<file path="config.mk">
export PLATFORM = sky130hd
export DESIGN_NAME = keypad_money_entry
export DESIGN_NICKNAME = d
export VERILOG_FILES = /design/src/rtl/money_pkg.sv /design/src/rtl/keypad_scanner.sv /design/src/rtl/keypad_money_entry.sv
export SDC_FILE = /design/constraint.sdc
export NUM_CORES = 1
export LEC_CHECK = 0
export BUFFER_PORTS_ARGS = -buffer_cell sky130_fd_sc_hd__clkbuf_2
export CORE_MARGIN = 8
export CORE_UTILIZATION = 54
export DETAILED_ROUTE_END_ITERATION = 8
export PLACE_DENSITY = 0.77
export SETUP_SLACK_MARGIN = 0.1
export SLEW_MARGIN = 40
export SYNTH_ARGS = -nofsm -noshare
export SYNTH_HDL_FRONTEND = slang
export SYNTH_HIERARCHICAL = 1
export SYNTH_SLANG_ARGS = --single-unit
</file>
<file path="constraint.sdc">
create_clock -name clk -period 3.8 [get_ports clk]
set_clock_uncertainty 0.2 [all_clocks]
set_input_delay 0.38 -clock clk [delete_from_list [all_inputs] [get_ports clk]]
set_output_delay 0.38 -clock clk [all_outputs]
set_load 0.01 [all_outputs]
</file>
<file path="src/rtl/money_pkg.sv">
// Shared key codes, money limits, keypad map and scanner state type for the
// keypad-to-display money path.
package money_pkg;

    localparam logic [3:0] KEY_STAR  = 4'd14;
    localparam logic [3:0] KEY_HASH  = 4'd15;
    // Scan-result sentinel; one bit wider than any real key code.
    localparam logic [4:0] KEY_NONE  = 5'd16;
    localparam int         MONEY_MAX = 10000;

    typedef enum logic [1:0] {
        IDLE,
        DEBOUNCE,
        PRESSED
    } key_state_t;

    function automatic logic [3:0] keymap(input logic [1:0] row, input logic [1:0] col);
        logic [3:0] code;
        case ({row, col})
            4'h0: code = 4'd1;
            4'h1: code = 4'd2;
            4'h2: code = 4'd3;
            4'h3: code = 4'd10;
            4'h4: code = 4'd4;
            4'h5: code = 4'd5;
            4'h6: code = 4'd6;
            4'h7: code = 4'd11;
            4'h8: code = 4'd7;
            4'h9: code = 4'd8;
            4'hA: code = 4'd9;
            4'hB: code = 4'd12;
            4'hC: code = KEY_STAR;
            4'hD: code = 4'd0;
            4'hE: code = KEY_HASH;
            default: code = 4'd13;
        endcase
        return code;
    endfunction

endpackage

</file>
<file path="src/rtl/keypad_scanner.sv">
// Column-scans a 4x4 active-low keypad, reduces each full scan to a single key
// or none, and debounces that result into a one-cycle key strobe.
module keypad_scanner
    import money_pkg::*;
#(
    parameter int SCAN_DIV       = 2000,
    parameter int DEBOUNCE_SCANS = 4
) (
    input  logic       clk,
    input  logic       rst,
    input  logic [3:0] row_n,
    output logic [3:0] col_n,
    output logic [3:0] key_code,
    output logic       key_pulse
);

    localparam int DIV_W = (SCAN_DIV > 1) ? $clog2(SCAN_DIV) : 1;
    localparam int CNT_W = $clog2(DEBOUNCE_SCANS + 1);

    logic [3:0]       row_meta_reg;
    logic [3:0]       row_sync_reg;
    logic [DIV_W-1:0] div_reg;
    logic [1:0]       col_idx_reg;
    logic [3:0]       col_n_reg;
    logic [1:0]       hits_reg;
    logic [3:0]       hit_code_reg;
    key_state_t       state_reg;
    logic [3:0]       cand_reg;
    logic [CNT_W-1:0] cnt_reg;
    logic [3:0]       key_code_reg;
    logic             key_pulse_reg;

    logic [3:0] row_code [4];
    logic [2:0] col_hits;
    logic [3:0] col_code;
    logic [2:0] hit_sum;
    logic [1:0] scan_hits_next;
    logic [3:0] scan_code_next;
    logic [4:0] scan_result;
    logic       sample_tick;
    logic       scan_end;

    genvar gi;
    generate
        for (gi = 0; gi < 4; gi++) begin : g_row_code
            assign row_code[gi] = keymap(2'(gi), col_idx_reg);
        end
    endgenerate

    assign sample_tick = (div_reg == DIV_W'(SCAN_DIV - 1));
    assign scan_end    = sample_tick && (col_idx_reg == 2'd3);

    // Hits saturate at 2: anything beyond one key in a scan is simply "many".
    always_comb begin
        col_hits = 3'd0;
        col_code = 4'd0;
        for (int r = 3; r >= 0; r--) begin
            if (!row_sync_reg[r]) begin
                col_hits = col_hits + 3'd1;
                col_code = row_code[r];
            end
        end
        hit_sum        = {1'b0, hits_reg} + col_hits;
        scan_hits_next = (hit_sum > 3'd2) ? 2'd2 : hit_sum[1:0];
        scan_code_next = (hits_reg == 2'd0) ? col_code : hit_code_reg;
        scan_result    = (scan_hits_next == 2'd1) ? {1'b0, scan_code_next} : KEY_NONE;
    end

    always_ff @(posedge clk) begin
        key_pulse_reg <= 1'b0;
        if (rst) begin
            row_meta_reg <= 4'hF;
            row_sync_reg <= 4'hF;
            div_reg      <= '0;
            col_idx_reg  <= 2'd0;
            col_n_reg    <= 4'b1110;
            hits_reg     <= 2'd0;
            hit_code_reg <= 4'd0;
            state_reg    <= IDLE;
            cand_reg     <= 4'd0;
            cnt_reg      <= '0;
            key_code_reg <= 4'd0;
        end else begin
            row_meta_reg <= row_n;
            row_sync_reg <= row_meta_reg;
            if (!sample_tick) begin
                div_reg <= div_reg + DIV_W'(1);
            end else begin
                div_reg     <= '0;
                col_idx_reg <= col_idx_reg + 2'd1;
                col_n_reg   <= {col_n_reg[2:0], col_n_reg[3]};
                if (scan_end) begin
                    hits_reg     <= 2'd0;
                    hit_code_reg <= 4'd0;
                    case (state_reg)
                        IDLE: begin
                            if (scan_result != KEY_NONE) begin
                                cand_reg <= scan_result[3:0];
                                if (DEBOUNCE_SCANS <= 1) begin
                                    state_reg     <= PRESSED;
                                    key_pulse_reg <= 1'b1;
                                    key_code_reg  <= scan_result[3:0];
                                    cnt_reg       <= '0;
                                end else begin
                                    state_reg <= DEBOUNCE;
                                    cnt_reg   <= CNT_W'(1);
                                end
                            end
                        end
                        DEBOUNCE: begin
                            if (scan_result != {1'b0, cand_reg}) begin
                                state_reg <= IDLE;
                                cnt_reg   <= '0;
                            end else if (cnt_reg == CNT_W'(DEBOUNCE_SCANS - 1)) begin
                                state_reg     <= PRESSED;
                                key_pulse_reg <= 1'b1;
                                key_code_reg  <= cand_reg;
                                cnt_reg       <= '0;
                            end else begin
                                cnt_reg <= cnt_reg + CNT_W'(1);
                            end
                        end
                        PRESSED: begin
                            // Release needs a run of empty scans; any key activity restarts it.
                            if (scan_result != KEY_NONE) begin
                                cnt_reg <= '0;
                            end else if (cnt_reg == CNT_W'(DEBOUNCE_SCANS - 1)) begin
                                state_reg <= IDLE;
                                cnt_reg   <= '0;
                            end else begin
                                cnt_reg <= cnt_reg + CNT_W'(1);
                            end
                        end
                        default: begin
                            state_reg <= IDLE;
                            cnt_reg   <= '0;
                        end
                    endcase
                end else begin
                    hits_reg     <= scan_hits_next;
                    hit_code_reg <= scan_code_next;
                end
            end
        end
    end

    assign col_n     = col_n_reg;
    assign key_code  = key_code_reg;
    assign key_pulse = key_pulse_reg;

endmodule

</file>
<file path="src/rtl/keypad_money_entry.sv">
// Keypad front end of the money path: turns debounced key strobes into a
// clamped decimal amount and commits it to entered_value on '#'.
module keypad_money_entry
    import money_pkg::*;
#(
    parameter int SCAN_DIV       = 2000,
    parameter int DEBOUNCE_SCANS = 4,
    parameter int MAX_VALUE      = MONEY_MAX,
    parameter int MAX_DIGITS     = 5
) (
    input  logic        clk,
    input  logic        rst,
    input  logic [3:0]  row_n,
    output logic [3:0]  col_n,
    output logic [3:0]  key_code,
    output logic        key_pulse,
    output logic [15:0] value,
    output logic [2:0]  digit_count,
    output logic [15:0] entered_value,
    output logic        value_valid
);

    logic [15:0] value_reg;
    logic [2:0]  digit_count_reg;
    logic [15:0] entered_value_reg;
    logic        value_valid_reg;
    logic [16:0] digit_sum;
    logic [15:0] digit_clamped;
    logic        leading_zero;

    keypad_scanner #(
        .SCAN_DIV       (SCAN_DIV),
        .DEBOUNCE_SCANS (DEBOUNCE_SCANS)
    ) u_scanner (
        .clk       (clk),
        .rst       (rst),
        .row_n     (row_n),
        .col_n     (col_n),
        .key_code  (key_code),
        .key_pulse (key_pulse)
    );

    // 17 bits holds the worst case 10000*10+9 before clamping.
    always_comb begin
        digit_sum     = {1'b0, value_reg} * 17'd10 + {13'd0, key_code};
        digit_clamped = (digit_sum > 17'(MAX_VALUE)) ? 16'(MAX_VALUE) : digit_sum[15:0];
        leading_zero  = (value_reg == 16'd0) && (key_code == 4'd0);
    end

    always_ff @(posedge clk) begin
        value_valid_reg <= 1'b0;
        if (rst) begin
            value_reg         <= 16'd0;
            digit_count_reg   <= 3'd0;
            entered_value_reg <= 16'd0;
        end else if (key_pulse) begin
            if (key_code < 4'd10) begin
                if (!leading_zero && (digit_count_reg < 3'(MAX_DIGITS))) begin
                    value_reg       <= digit_clamped;
                    digit_count_reg <= digit_count_reg + 3'd1;
                end
            end else if (key_code == KEY_STAR) begin
                value_reg       <= 16'd0;
                digit_count_reg <= 3'd0;
            end else if (key_code == KEY_HASH) begin
                entered_value_reg <= value_reg;
                value_valid_reg   <= 1'b1;
                value_reg         <= 16'd0;
                digit_count_reg   <= 3'd0;
            end
        end
    end

    assign value         = value_reg;
    assign digit_count   = digit_count_reg;
    assign entered_value = entered_value_reg;
    assign value_valid   = value_valid_reg;

endmodule

</file>
Word-level counts from Yosys, hierarchy flattened

Index checks and enable logic that the tools add are counted.

Reduce and logical (&&, ||, !) cells: 19
Add/sub/neg operators: 9
$lt $le $gt $ge: 4
Mux-type cells: 39
Bitwise operators: 7
$mul: 1
Equal/unequal tests: 17
Shift-type cells: 0
Div/mod/pow operators: 0

Operators with widths:

| kind                  | count |
|---|---|
| $mux 16               | 5 |
| $pmux 4 s4            | 3 |
| $mux 3                | 11 |
| $mux 4                | 6 |
| $add 17x4->17         | 1 |
| $gt 17x14->1 const B  | 1 |
| $logic_not 16->1      | 1 |
| $mul 16x3->16 const B | 1 |
| $mux 2                | 7 |
| $add 3x1->3 const B   | 4 |
| $pmux 4 s3            | 1 |
| $add 11x1->11 const B | 1 |
| $eq 11x11->1 const B  | 1 |
| $pmux 3 s3            | 1 |
| $eq 4x4->1 const B    | 2 |
| $reduce_and 4->1      | 2 |
| $not 1->1             | 7 |
| $eq 2x1->1 const B    | 3 |
| $eq 2x2->1 const B    | 3 |
| $logic_not 2->1       | 3 |
| $ne 2x1->1 const B    | 3 |
| $pmux 2 s3            | 1 |
| $reduce_and 3->1      | 2 |
| $reduce_and 6->1      | 1 |
| other kinds (21)      | 25 |

Bits in writable memories: 0
Register bits: 81
Memory bits (read-only): 0
Bits in latches: 0
Output and inout port bits: 45
Memories: 0

Logic depth before layout (Yosys ltp)

Word-level depth: 15
Gate-level depth with buffers: 13
Gate-level depth less buffers: 12

Modules after synthesis

The synthesis kept the hierarchy.

Modules (own cells, without submodules):

| module             | area an instance (sq um) | sequential area each (sq um) | cells each | times used |
|---|---|---|---|---|
| keypad_money_entry | 2603.7                   | 720.7                        | 303        | 1 |
| keypad_scanner     | 2481.1                   | 900.9                        | 273        | 1 |

Least setup slack after synthesis

OpenSTA, ideal clock, no wires.

Path kind: reg2reg
Start: reg value_reg[1] (netlist: value[1])
End: reg value_reg[3] (netlist: value[3])
Slack: -0.179 ns
Setup time: 0.117 ns
Data required time: 3.483 ns
Cell stages (with the launch flop): 14
Data arrival time: 3.662 ns
Clock period less this slack: 3.979 ns
Cells stage by stage: dfxtp_1 ha_1 ha_1 fa_1 a211oi_2 o21bai_1 xnor2_1 nand4_1 or3_4 or4_1 nand3_1 a21oi_2 buf_6 a32o_1

Word-level cells in the longest chain between the ends: 6

RTL lines:

| item                                                      | line                                               | text |
|---|---|---|
| start: declaration                                        | keypad_money_entry.sv:23                           | `logic [15:0] value_reg;` |
| start signal: assignment                                  | keypad_money_entry.sv:59                           | `value_reg <= digit_clamped;` |
| $mul 16x3->16 / $logic_not 16->1 (equally long branches)  | keypad_money_entry.sv:45, keypad_money_entry.sv:47 |  |
| $add 17x4->17 / $logic_and 1x1->1 (equally long branches) | keypad_money_entry.sv:45, keypad_money_entry.sv:47 |  |
| $gt 17x14->1 / $logic_not 1->1 (equally long branches)    | keypad_money_entry.sv:46, keypad_money_entry.sv:58 |  |
| $mux 16 / $logic_and 1x1->1 (equally long branches)       | keypad_money_entry.sv:46, keypad_money_entry.sv:58 |  |
| $mux 16 / $ne 2x1->1 (equally long branches)              | --                                                 |  |
| $mux 16 / $reduce_and 3->1 (equally long branches)        | --                                                 |  |

Parallel ways exist; a longest one is shown, timed or not. The select of a mux whose other input is x is not followed.
A chain may end at the register's enable or synchronous reset.

Worst setup path after layout

Start: reg value_reg[2] (netlist: value[2])
End: reg value_reg[3] (netlist: value[3])

The elaborated chain is that of the path after synthesis.

==> metrics <==
area of the multi-input gates 3400 sq um; clock network power share 0.390; switching part of the total 0.265; Worst R2R Path Depth 12; post-route ant nets 0; Area contributors post-synth dfxtp_1, ha_1, nand2_1, a21oi_1, xnor2_1; PD cells 263 nW/um^2; top_reg_cell synth dfxtp_1; Initial DRT Pass Iterations 5; vias per cell roughly 6; count of input and output buffers 50; hold depth 1; Worst Hold Slack 0.225 ns; WP data required between 3 and 4 ns; GPL Wtd Cong between 0.8 and 0.9; sequential share of the synthesized area 0.319; CP max FO 13; Seq pwr share 0.554; H-tree depth 3; Final Max Slew Viols 0; CTS tree yes; post-layout util 0.643; Yosys reg bits 81; unrepaired setup endpoints after global routing true; routed vias 4587; Synth Area per Inst 8.83 sq um; Power, Total 1.55 mW; largest net degree at the start of global routing 39; Final HPWL DP between 9000 and 10000 um; GRT overflow 0; Mapped Area 5080 sq um; DIE HEIGHT 113 um; FF-to-FF End value[3]; Comb power frac 0.055; Warnings, synthesis 6; count of flip-flops with a built-in enable after synthesis 0; status finished, final reports clean; Ant. Diodes 0; worst hold path class reg -> reg; number of global-route vias before repair 4418; core area between 9000 and 10000 sq um; number of top-level pins approximately 50; CP endpoint kind register; # fillers between 700 and 800; most common cell in the netlist dfxtp_1; Final period util 0.972; row count 35; Clock Path Buffers 2; switching power slightly above 400 uW; Clock Latency Late Sink 0.37 ns; global-route wire length before repair slightly above 20000 um; synthesis-to-finish area growth 16.3%; Post-Synthesis Cells 576; worst vdd ir 217 uV; root buffer selected by CTS clkbuf_8; leakage between 2 and 2.5 nW; endpoints failing setup 0; crit path kind reg -> reg; final count of hold timing violations 0; CTS sink count 81; setup TNS 0 ns; GRT Util Overall 0.194; Worst-Margin Slew roughly 0.87 ns; Die X between 100 and 150 um; MaxCap Viol Count 0; P_int about 1.1 mW; Initial DRC Count roughly 270; CTS buffer count 9; register area about 1600 sq um; DRC errors left 0; Starting Density 0.553; CTS clk-pin slew, worst paths 0.10 ns; Arr. time, crit path 3.76 ns; Total Nets Final about 700; post-synth top area share 0.319; initial antenna violation count 0; hold endpoint u_scanner/row_sync_reg[0]; R2R Path Start value[2]; relative max-transition margin 0.418; Wirelength per Cell around 17 um; final WL between 10000 and 15000 um; synth cell count leaders dfxtp_1, nand2_1, nor2_1, ha_1, a21oi_1; die footprint around 13000 sq um; Async S/R FF share, synth 0; Syn Nets 625; leading area contributor after synthesis dfxtp_1; Reg2Reg Setup Slack 0.11 ns; maximum clock rate between 200 and 300 MHz; layout cells sized above 1 0.246; Hold Path Origin u_scanner/row_meta_reg[0]; Min Clock Period, post-route about 3.7 ns; synth unique cells 91; Startpoint Class register
## through the flow
step | instances | instance area [sq um] | setup WS (ns)
finish | 762 | 5910 | 0.106
CTS | 760 | 5830 | 0.106
detailed placement | 737 | 5540 | 0.0228
floorplan | 576 | 5110 | 0.123
global placement | 737 | 5540 | 0.0719
global route | 762 | 5910 | 0.00695
## logic make-up after synthesis
| group | Yosys count | share of synthesized area |
|---|---|---|
| buffers and inverters | 38 | 0.0369 |
| xor gates and xnor gates | 34 | 0.0613 |
| and+or+nand+nor | 230 | 0.249 |
| muxes | 12 | 0.0241 |
| adders and majority gates | 43 | 0.110 |
| DFF | 81 | 0.319 |
| AOI/OAI and AO/OA | 138 | 0.200 |
## power by group through the flow
stage / logic, mW / clock network [mW] / registers, mW
2_1_floorplan: 0.0644 / 0 / 0.880
3_5_place_dp: 0.0804 / 0 / 0.881
6_report: 0.0861 / 0.606 / 0.860
4_1_cts: 0.0844 / 0.617 / 0.860
3_3_place_gp: 0.0779 / 0 / 0.881
5_1_grt: 0.0946 / 0.652 / 0.862
## how the worst max path moves through the flow
stage / start / to
after floorplan: value[1] / value[3]
after global placement: value[4] / value[3]
after detailed placement: value[2] / value[1]
after CTS: value[2] / value[1]
after global routing: value[2] / value[3]
final: value[2] / value[3]
## cells in the final DEF (no fill, tap or decap), drive strengths merged, types with 4 or more instances in the layout
| cell type | n |
|---|---|
| o211ai | 6 |
| a21oi | 40 |
| o21ai | 22 |
| a31oi | 6 |
| a211oi | 6 |
| a22oi | 4 |
| and2 | 7 |
| o21a | 6 |
| mux2i | 10 |
| xor2 | 13 |
| nand3b | 7 |
| nand2 | 70 |
| nor2b | 7 |
| a21o | 6 |
| dfxtp | 81 |
| buf | 27 |
| nor4 | 14 |
| nand3 | 13 |
| or2 | 11 |
| xnor2 | 20 |
| and3 | 8 |
| a221oi | 4 |
| ha | 40 |
| nor3 | 8 |
| or3 | 6 |
| nor2 | 43 |
| nand2b | 15 |
| dlygate4sd3 | 4 |
| inv | 20 |
| clkbuf | 59 |
| nand4 | 5 |
| a32o | 8 |
## what timing repair did
| action | CTS | global route |
|---|---|---|
| resized for setup | 10 | 15 |
| pin swaps | 5 | 9 |
| setup endpoints to repair | 17 | 27 |
| setup buffers | 3 | 2 |
| hold buffers | 4 | 0 |
| endpoints found under the hold margin | 4 | 0 |
## routing by layer
metal | GRT usage | vias to the layer above | part of all wire
met5 | 0 | - | 0
met2 | 0.329 | 158 | 0.48
met4 | 0.0817 | 0 | 0.019
met3 | 0.0399 | 22 | 0.066
met1 | 0.233 | 2174 | 0.44
li1 | - | 2233 | -
## critical path, cell delays in order, from the launching register on
cell	delay [ns]
dfxtp_4	0.38
ha_1	0.33
ha_1	0.34
a211oi_4	0.31
nor3b_1	0.15
nor2_1	0.20
nand4_1	0.18
or3_4	0.44
or4_4	0.50
nand3_2	0.11
a21oi_2	0.06
buf_6	0.15
a32o_1	0.25
## final cells by class
cell class,count,area share
clock buffers,9,0.0210
clock inverters,7,0.0104
inverters,16,0.0102
multi-input cells,457,0.575
flip-flops and latches,81,0.276
well taps,111,0.0235
repair buffers,81,0.0840
No activity file was read; power rests on OpenSTA's default activity.
